## config.mk

```make
export PLATFORM = sky130hd
export DESIGN_NAME = wb_periph_ctrl_flat
export DESIGN_NICKNAME = d
export VERILOG_FILES = /design/src/rtl/wb_periph_ctrl_if.sv /design/src/rtl/wb_periph_ctrl.sv /design/src/flat_wrapper.sv
export SDC_FILE = /design/constraint.sdc
export NUM_CORES = 1
export LEC_CHECK = 0
export CORE_AREA = 2 2 137 139
export CTS_CLUSTER_DIAMETER = 60
export DETAILED_ROUTE_END_ITERATION = 8
export DIE_AREA = 0 0 139 141
export PLACE_DENSITY = 0.77
export SYNTH_ARGS = -nofsm -noshare
export SYNTH_HDL_FRONTEND = slang
export SYNTH_SLANG_ARGS = --single-unit
```

## constraint.sdc

```tcl
create_clock -name wb_clk_i -period 6.5 [get_ports wb_clk_i]
set_clock_uncertainty 0.1 [all_clocks]
set_input_delay 0.65 -clock wb_clk_i [delete_from_list [all_inputs] [get_ports wb_clk_i]]
set_output_delay 0.65 -clock wb_clk_i [all_outputs]
set_load 0.02 [all_outputs]
```

## src/rtl/wb_periph_ctrl_if.sv

```systemverilog
// Wishbone bus between the management-SoC master port
// and the peripheral transaction controller.
interface wb_periph_ctrl_if;
    logic        wbs_cyc_i;
    logic        wbs_stb_i;
    logic        wbs_we_i;
    logic [3:0]  wbs_sel_i;
    logic [31:0] wbs_adr_i;
    logic [31:0] wbs_dat_i;
    logic        wbs_ack_o;
    logic [31:0] wbs_dat_o;

    modport master (
        output wbs_cyc_i, wbs_stb_i, wbs_we_i,
        output wbs_sel_i, wbs_adr_i, wbs_dat_i,
        input  wbs_ack_o, wbs_dat_o
    );

    modport slave (
        input  wbs_cyc_i, wbs_stb_i, wbs_we_i,
        input  wbs_sel_i, wbs_adr_i, wbs_dat_i,
        output wbs_ack_o, wbs_dat_o
    );
endinterface

```

## src/rtl/wb_periph_ctrl.sv

```systemverilog
// Single-outstanding Wishbone transaction controller with page
// decode, per-slot strobes, unmapped/timeout termination.
module wb_periph_ctrl #(
    parameter int          NSLV      = 5,
    parameter logic [19:0] BASE_PAGE = 20'h30001,
    parameter logic [7:0]  TIMEOUT   = 8'd255
) (
    input  logic               wb_clk_i,
    input  logic               wb_rst_ni,
    wb_periph_ctrl_if.slave    wbs,
    output logic               s_cyc_o,
    output logic [NSLV-1:0]    s_stb_o,
    output logic               s_we_o,
    output logic [3:0]         s_sel_o,
    output logic [31:0]        s_adr_o,
    output logic [31:0]        s_dat_o,
    input  logic [NSLV-1:0]    s_ack_i,
    input  logic [32*NSLV-1:0] s_dat_i,
    output logic               busy_o,
    output logic               err_o,
    output logic [7:0]         to_cnt_o
);
    typedef enum logic [1:0] {
        S_IDLE, S_WAIT, S_RESP, S_DONE
    } state_t;

    state_t          r_state;
    logic [2:0]      r_slot;
    logic [7:0]      r_timer;
    logic            r_ack;
    logic [31:0]     r_rdat;
    logic            r_err;
    logic [7:0]      r_to_cnt;
    logic            r_cyc;
    logic [NSLV-1:0] r_stb;
    logic            r_we;
    logic [3:0]      r_sel;
    logic [31:0]     r_adr;
    logic [31:0]     r_wdat;

    logic [19:0]     w_page;
    logic            w_hit;
    logic [2:0]      w_slot;
    logic            w_ack;
    logic [31:0]     w_sdat;

    // Pages below the base wrap to large offsets and miss.
    assign w_page = wbs.wbs_adr_i[31:12] - BASE_PAGE;
    assign w_hit  = w_page < 20'(NSLV);
    assign w_slot = w_page[2:0];
    assign w_ack  = |(s_ack_i & r_stb);

    always_comb begin
        w_sdat = '0;
        for (int k = 0; k < NSLV; k++) begin
            if (r_slot == 3'(k)) w_sdat = s_dat_i[32*k +: 32];
        end
    end

    assign wbs.wbs_ack_o = r_ack;
    assign wbs.wbs_dat_o = r_rdat;
    assign s_cyc_o       = r_cyc;
    assign s_stb_o       = r_stb;
    assign s_we_o        = r_we;
    assign s_sel_o       = r_sel;
    assign s_adr_o       = r_adr;
    assign s_dat_o       = r_wdat;
    assign busy_o        = (r_state != S_IDLE);
    assign err_o         = r_err;
    assign to_cnt_o      = r_to_cnt;

    always_ff @(posedge wb_clk_i or negedge wb_rst_ni) begin
        if (!wb_rst_ni) begin
            r_state  <= S_IDLE;
            r_slot   <= '0;
            r_timer  <= '0;
            r_ack    <= 1'b0;
            r_rdat   <= '0;
            r_err    <= 1'b0;
            r_to_cnt <= '0;
            r_cyc    <= 1'b0;
            r_stb    <= '0;
            r_we     <= 1'b0;
            r_sel    <= '0;
            r_adr    <= '0;
            r_wdat   <= '0;
        end else begin
            unique case (r_state)
                S_IDLE: begin
                    if (wbs.wbs_cyc_i && wbs.wbs_stb_i) begin
                        r_we   <= wbs.wbs_we_i;
                        r_sel  <= wbs.wbs_sel_i;
                        r_adr  <= wbs.wbs_adr_i;
                        r_wdat <= wbs.wbs_dat_i;
                        r_slot <= w_slot;
                        if (w_hit) begin
                            r_cyc   <= 1'b1;
                            r_stb   <= NSLV'(1) << w_slot;
                            r_timer <= '0;
                            r_state <= S_WAIT;
                        end else begin
                            r_state <= S_RESP;
                        end
                    end
                end
                S_WAIT: begin
                    if (!wbs.wbs_cyc_i) begin
                        r_cyc   <= 1'b0;
                        r_stb   <= '0;
                        r_state <= S_IDLE;
                    end else if (w_ack) begin
                        r_cyc   <= 1'b0;
                        r_stb   <= '0;
                        r_rdat  <= w_sdat;
                        r_ack   <= 1'b1;
                        r_state <= S_RESP;
                    end else if (r_timer == TIMEOUT) begin
                        r_cyc   <= 1'b0;
                        r_stb   <= '0;
                        r_rdat  <= {24'hDEAD00, 5'b0, r_slot};
                        r_ack   <= 1'b1;
                        r_err   <= 1'b1;
                        if (r_to_cnt != 8'hFF) r_to_cnt <= r_to_cnt + 8'd1;
                        r_state <= S_RESP;
                    end else begin
                        r_timer <= r_timer + 8'd1;
                    end
                end
                S_RESP: begin
                    // Unmapped pages arrive here with no ack yet.
                    if (r_ack) begin
                        r_ack   <= 1'b0;
                        r_err   <= 1'b0;
                        r_state <= S_DONE;
                    end else begin
                        r_ack  <= 1'b1;
                        r_err  <= 1'b1;
                        r_rdat <= 32'hDEAD_DEAD;
                    end
                end
                S_DONE: begin
                    if (!wbs.wbs_stb_i) r_state <= S_IDLE;
                end
                default: r_state <= S_IDLE;
            endcase
        end
    end
endmodule
```

## src/flat_wrapper.sv

```systemverilog
// flat-port wrapper written by rule: the top's interface ports become plain ports
module wb_periph_ctrl_flat 
#(
    parameter int          NSLV      = 5,
    parameter logic [19:0] BASE_PAGE = 20'h30001,
    parameter logic [7:0]  TIMEOUT   = 8'd255
)
  (wb_clk_i, wb_rst_ni, s_cyc_o, s_stb_o, s_we_o, s_sel_o, s_adr_o, s_dat_o, s_ack_i, s_dat_i, busy_o, err_o, to_cnt_o, wbs_wbs_cyc_i, wbs_wbs_stb_i, wbs_wbs_we_i, wbs_wbs_sel_i, wbs_wbs_adr_i, wbs_wbs_dat_i, wbs_wbs_ack_o, wbs_wbs_dat_o);
  wb_periph_ctrl_if wbs_i ();
  input  logic wb_clk_i;
  input  logic wb_rst_ni;
  output logic s_cyc_o;
  output logic [NSLV-1:0] s_stb_o;
  output logic s_we_o;
  output logic [3:0] s_sel_o;
  output logic [31:0] s_adr_o;
  output logic [31:0] s_dat_o;
  input  logic [NSLV-1:0] s_ack_i;
  input  logic [32*NSLV-1:0] s_dat_i;
  output logic busy_o;
  output logic err_o;
  output logic [7:0] to_cnt_o;
  input wire logic [$bits(wbs_i.wbs_cyc_i)-1:0] wbs_wbs_cyc_i;
  input wire logic [$bits(wbs_i.wbs_stb_i)-1:0] wbs_wbs_stb_i;
  input wire logic [$bits(wbs_i.wbs_we_i)-1:0] wbs_wbs_we_i;
  input wire logic [$bits(wbs_i.wbs_sel_i)-1:0] wbs_wbs_sel_i;
  input wire logic [$bits(wbs_i.wbs_adr_i)-1:0] wbs_wbs_adr_i;
  input wire logic [$bits(wbs_i.wbs_dat_i)-1:0] wbs_wbs_dat_i;
  output wire logic [$bits(wbs_i.wbs_ack_o)-1:0] wbs_wbs_ack_o;
  output wire logic [$bits(wbs_i.wbs_dat_o)-1:0] wbs_wbs_dat_o;
  assign wbs_i.wbs_cyc_i = wbs_wbs_cyc_i;
  assign wbs_i.wbs_stb_i = wbs_wbs_stb_i;
  assign wbs_i.wbs_we_i = wbs_wbs_we_i;
  assign wbs_i.wbs_sel_i = wbs_wbs_sel_i;
  assign wbs_i.wbs_adr_i = wbs_wbs_adr_i;
  assign wbs_i.wbs_dat_i = wbs_wbs_dat_i;
  assign wbs_wbs_ack_o = wbs_i.wbs_ack_o;
  assign wbs_wbs_dat_o = wbs_i.wbs_dat_o;
  wb_periph_ctrl #(.NSLV(NSLV), .BASE_PAGE(BASE_PAGE), .TIMEOUT(TIMEOUT)) u_core (.wb_clk_i(wb_clk_i), .wb_rst_ni(wb_rst_ni), .wbs(wbs_i), .s_cyc_o(s_cyc_o), .s_stb_o(s_stb_o), .s_we_o(s_we_o), .s_sel_o(s_sel_o), .s_adr_o(s_adr_o), .s_dat_o(s_dat_o), .s_ack_i(s_ack_i), .s_dat_i(s_dat_i), .busy_o(busy_o), .err_o(err_o), .to_cnt_o(to_cnt_o));
endmodule
```

# Word-level counts from Yosys, hierarchy flattened
# Cells that the tools add are included.
# op_classes
n_reduce_logical,15
n_eq_ne,20
bitwise,2
shift,1
addsub,3
div,0
multipliers,0
n_mux,44
n_lt_le_gt_ge,1
# ops
operator,count
$mux 32,9
$pmux 32 s2,1
$mux 8,5
$mux 5,5
$lt 20x3->1 const B,1
$sub 20x18->20 const B,1
$add 8x1->8 const B,2
$pmux 8 s2,1
$reduce_and 4->1,4
$mux 2,7
$mux 1,11
$ne 2x2->1 const B,5
$pmux 5 s2,1
$eq 8x8->1 const B,1
$ne 2x1->1 const B,4
$ne 8x8->1 const B,1
$pmux 2 s4,1
$eq 3x2->1 const B,2
$pmux 1 s2,3
$reduce_and 6->1,1
$reduce_bool 2->1,3
$and 5x5->5,1
$reduce_and 5->1,1
$reduce_or 5->1,1
other kinds (13),14
# word_totals
in_bits,238
elab_cells,99
n_memories,0
reg_bits,130
rom_bits,0
out_inout_bits,118
latch_bits,0
ram_bits,0

# Longest topological paths before layout
# depth
word_depth,9
depth_mapped,9

# Least setup slack after synthesis
# OpenSTA, ideal clock, no wires.
# synth_path
path_kind,in2reg
start,in wbs_wbs_adr_i[19]
end,reg u_core.r_stb[2] (netlist: u_core.s_stb_o[2])
setup_ns,0.066
arrival_time_ns,2.651
path_slack_ns,3.683
cell_stages,7
cell_sequence,or4_4 or2_4 o31ai_4 nand3_2 a2111oi_4 and4_4 a22o_1
# synth_between
elab_chain_cells,4
# synth_rtl
item,line_no,source
from (decl),flat_wrapper.sv:27,input wire logic [$bits(wbs_i.wbs_adr_i)-1:0] wbs_wbs_adr_i;
$sub 20x18->20,wb_periph_ctrl.sv:48,assign w_page = wbs.wbs_adr_i[31:12] - BASE_PAGE;
$lt 20x3->1,wb_periph_ctrl.sv:49,assign w_hit = w_page < 20'(NSLV);
$ne 2x1->1 (no line),-,
$reduce_and 4->1 (no line),-,
to (signal assigned),wb_periph_ctrl.sv:98,r_stb <= NSLV'(1) << w_slot;
to (decl),wb_periph_ctrl.sv:35,logic [NSLV-1:0] r_stb;
# No other way between the ends.
# A chain may end at the register's enable or synchronous reset.

# Worst setup path after layout
# layout_path
start,in wbs_wbs_adr_i[12]
end,reg u_core.r_stb[3] (netlist: u_core.s_stb_o[3])
# layout_between
elab_chain_cells,5
word_cells_on_any_way,8
classes_between,1 x add/sub; 1 x order compare; 1 x eq/ne; 1 x shift; 3 x mux; 1 x reduce/logical
# layout_rtl
item,line_no,source
$sub 20x18->20 (*),wb_periph_ctrl.sv:48,
net u_core.w_page[0],wb_periph_ctrl.sv:41,logic [19:0] w_page;
branches (longest 4 deep; another with $lt 20x3->1),-,
# Mark *: on every way through the listed nets, which the timed path passes. The select of a mux whose other input is x is not followed.

==> metrics <==
status finished clean; CTS tree yes; Synth area leader dfrtp_1; die area ~0.020 mm^2; max-slew violation count 0; Detailed Routing Iterations Pass 1 5; # IOs approximately 360; critical path peak fanout 9; final worst path period need approximately 3.4 ns; vias per cell 5.345; most frequent cell after synthesis dfrtp_1; via count ~6,200; Main synth FF type dfrtp_1; Die X around 140 um; vias in the first global route 6,442; ranking of synthesized cells by area dfrtp_1 48%, mux2_2 11%, mux4_2 8.0%; Yosys top cell area share 0.4789; r2r endpoint u_core.wbs.wbs_dat_o[20]; FF-to-FF path depth 7; # resized after CTS 0; Port Buffers approximately 360; initial antenna violation count 2; Reg-to-Reg Start u_core.s_stb_o[1]; clock slew at reported path FFs approximately 0.060 ns; unrepaired setup endpoints after global routing false; largest net degree at the start of global routing between 70 and 80; sequential area share after synthesis 0.4789; P&R area growth vs syn 64.49%; # clock sinks 130; Rows 50; f_max a little under 0.3 GHz; Post-synth top cells 130 x dfrtp_1, 69 x mux2_2, 33 x nand2_1, 33 x nor2_1, 31 x a22oi_1; slew margin rel. 0.2543; LEAKAGE 0.004383 uW; GRT Resource Usage Total 0.2381; Crit-path slowest cell clkdlybuf4s50_1; cell family with most CP delay compound AO/OA/AOI/OAI gates; clk root buf clkbuf_16; hold_ws slightly below 0.1 ns; postcts setup bufs 0; Critical Path AT roughly 3.6 ns; worst hold path type in2async; number of synthesized register bits between 100 and 150; Initial Util 0.3718; Setup WS post-layout 3.118 ns; routed wire length per instance 20.45 um; worst path required time 6.75 ns; final net count around 1,200; Post-route DRC 0; Detail Route Antenna Nets 0; Post-Syn Area 0.006793 mm^2; H-tree Lvls 4; final WL ~24,000 um; Final period util 0.5204; Setup WS pre-CTS approximately 2.7 ns; Synth Warn # 0; Yosys cell types 59; setup TNS 0 ns; Inserted Clock Buffers 17; initial drt markers 291; HPWL after detailed placement 18,460 um; first-pass GRT wire length 36,020 um; crit end category flop; grt total ovfl 0; MaxCap Viol Count 0; Cell Pwr Density 378.8 mW/mm^2; Async S/R FF share, synth 1.000; height of the chip between 100 and 150 um; later-pin clock latency in the skew report ~0.42 ns; Peak VDD IR between 0.3 and 0.4 mV; Crit path largest cell delay around 0.63 ns; Post-synth EDFFs 0; layout cell share with drive strength beyond 1 0.1545; Core Area roughly 0.018 mm^2; CP Buf/Inv Count 2; routability cong. about 0.85; Critical Path Start Type input port; post-synthesis cell count approximately 580; slew of the pin with the lowest slew margin roughly 1.1 ns; syn_nets ~830; crit-path cells clkdlybuf4s50_1, inv_1, ha_1, xnor2_1, o2111ai_1, nor3_1, nand3_1, a2111oi_4, and4_4, a22o_1; FF-to-FF setup slack around 3.5 ns; cts hold-fix bufs 0; Final Hold Viols 0; CP Class in2reg; Final setup viols 0; Post-Syn Area per Cell between 10 and 15 um^2; clk buf depth 2
## layout by cell type (no fill, tap or decap), types with 4 or more instances in the layout
cell / instances
clkdlybuf4s50_1: 354
dfrtp_1: 129
mux2_2: 69
nand2_1: 33
nor2_1: 33
a22oi_1: 31
mux4_2: 24
a21oi_1: 20
nand3_1: 19
o22a_1: 18
clkbuf_16: 17
inv_1: 16
o21ai_0: 16
ha_1: 12
mux2i_1: 11
o22ai_1: 8
o2bb2ai_1: 7
nor3_1: 6
a31oi_1: 6
o211ai_1: 5
nand4_1: 5
xnor2_1: 5
o31ai_1: 5
or3_1: 4
a22o_1: 4
o41ai_1: 4
clkinvlp_4: 4
buf_4: 4
## cells by family after synthesis
kind of cell,after synthesis,share of synthesized area
DFF,130,0.4789
buffers and inverters,52,0.02873
xor gates and xnor gates,8,0.01032
AOI/OAI and AO/OA,145,0.1586
and+or+nand+nor,125,0.09118
muxes,104,0.2102
adders and majority gates,12,0.02210
## how the worst max path moves through the flow
stage          cells past startpoint                 to  slack [ns]               from
6_report                          10  u_core.s_stb_o[3]        3.12  wbs_wbs_adr_i[12]
3_3_place_gp                      10  u_core.s_stb_o[2]        2.86  wbs_wbs_adr_i[12]
2_1_floorplan                      7  u_core.s_stb_o[2]        3.68  wbs_wbs_adr_i[19]
3_5_place_dp                      10  u_core.s_stb_o[3]        2.74  wbs_wbs_adr_i[12]
5_1_grt                           10  u_core.s_stb_o[3]        2.82  wbs_wbs_adr_i[12]
4_1_cts                           10  u_core.s_stb_o[3]        3.17  wbs_wbs_adr_i[12]
## through the flow
step / instance area, um^2 / total power [uW] / std cells / util
after floorplan: 6793 / 2380 / 576 / -
after global placement: 10560 / 3235 / 1134 / 0.5779
after detailed placement: 10560 / 3265 / 1134 / 0.5779
after CTS: 11170 / 4276 / 1166 / 0.6115
after global routing: 11170 / 4467 / 1167 / 0.6116
final: 11170 / 4233 / 1167 / 0.6116
## registers in the layout (all words and copies together), names as in the netlist
signal	count
u_core.s_adr_o	32
u_core.s_dat_o	32
u_core.wbs.wbs_dat_o	32
u_core.r_timer	8
u_core.to_cnt_o	8
u_core.s_stb_o	5
u_core.s_sel_o	4
u_core.r_slot	3
u_core.r_state	2
u_core.err_o	1
u_core.s_cyc_o	1
u_core.s_we_o	1
u_core.wbs.wbs_ack_o	1
## routing by layer
| metal | routed length, um | up-vias | global-route usage |
|---|---|---|---|
| met5 | 13 | - | 0 |
| met4 | 512 | 2 | 0.06858 |
| met3 | 1858 | 30 | 0.08458 |
| met2 | 11530 | 264 | 0.3933 |
| met1 | 9943 | 3060 | 0.2966 |
| li1 | - | 2882 | - |
## report_power, final
part | switching, uW | internal, uW
Clock | 362 | 624
Combinational | 1020 | 1010
Sequential | 148 | 1070
## worst register-to-register path, cell delays in order, from the launching register on
cell,delay [ns]
dfrtp_1,0.41
a222oi_1,0.32
and3_1,0.80
nor2b_1,0.28
o21ai_0,0.18
o211ai_1,0.59
nand2_1,0.14
o41ai_1,0.10
## area by class of cell
| cell class | count | area [um^2] |
|---|---|---|
| sequential | 130 | 3254 |
| clock buffer | 20 | 456.7 |
| timing repair buffer | 359 | 3585 |
| multi-input combinational | 394 | 3362 |
| clock inverter | 12 | 156.4 |
| inverter | 17 | 63.81 |
| tap | 234 | 292.8 |
| antenna | 1 | 2.502 |
| fill | 1500 | 7094 |
No activity file was read; power rests on OpenSTA's default activity.
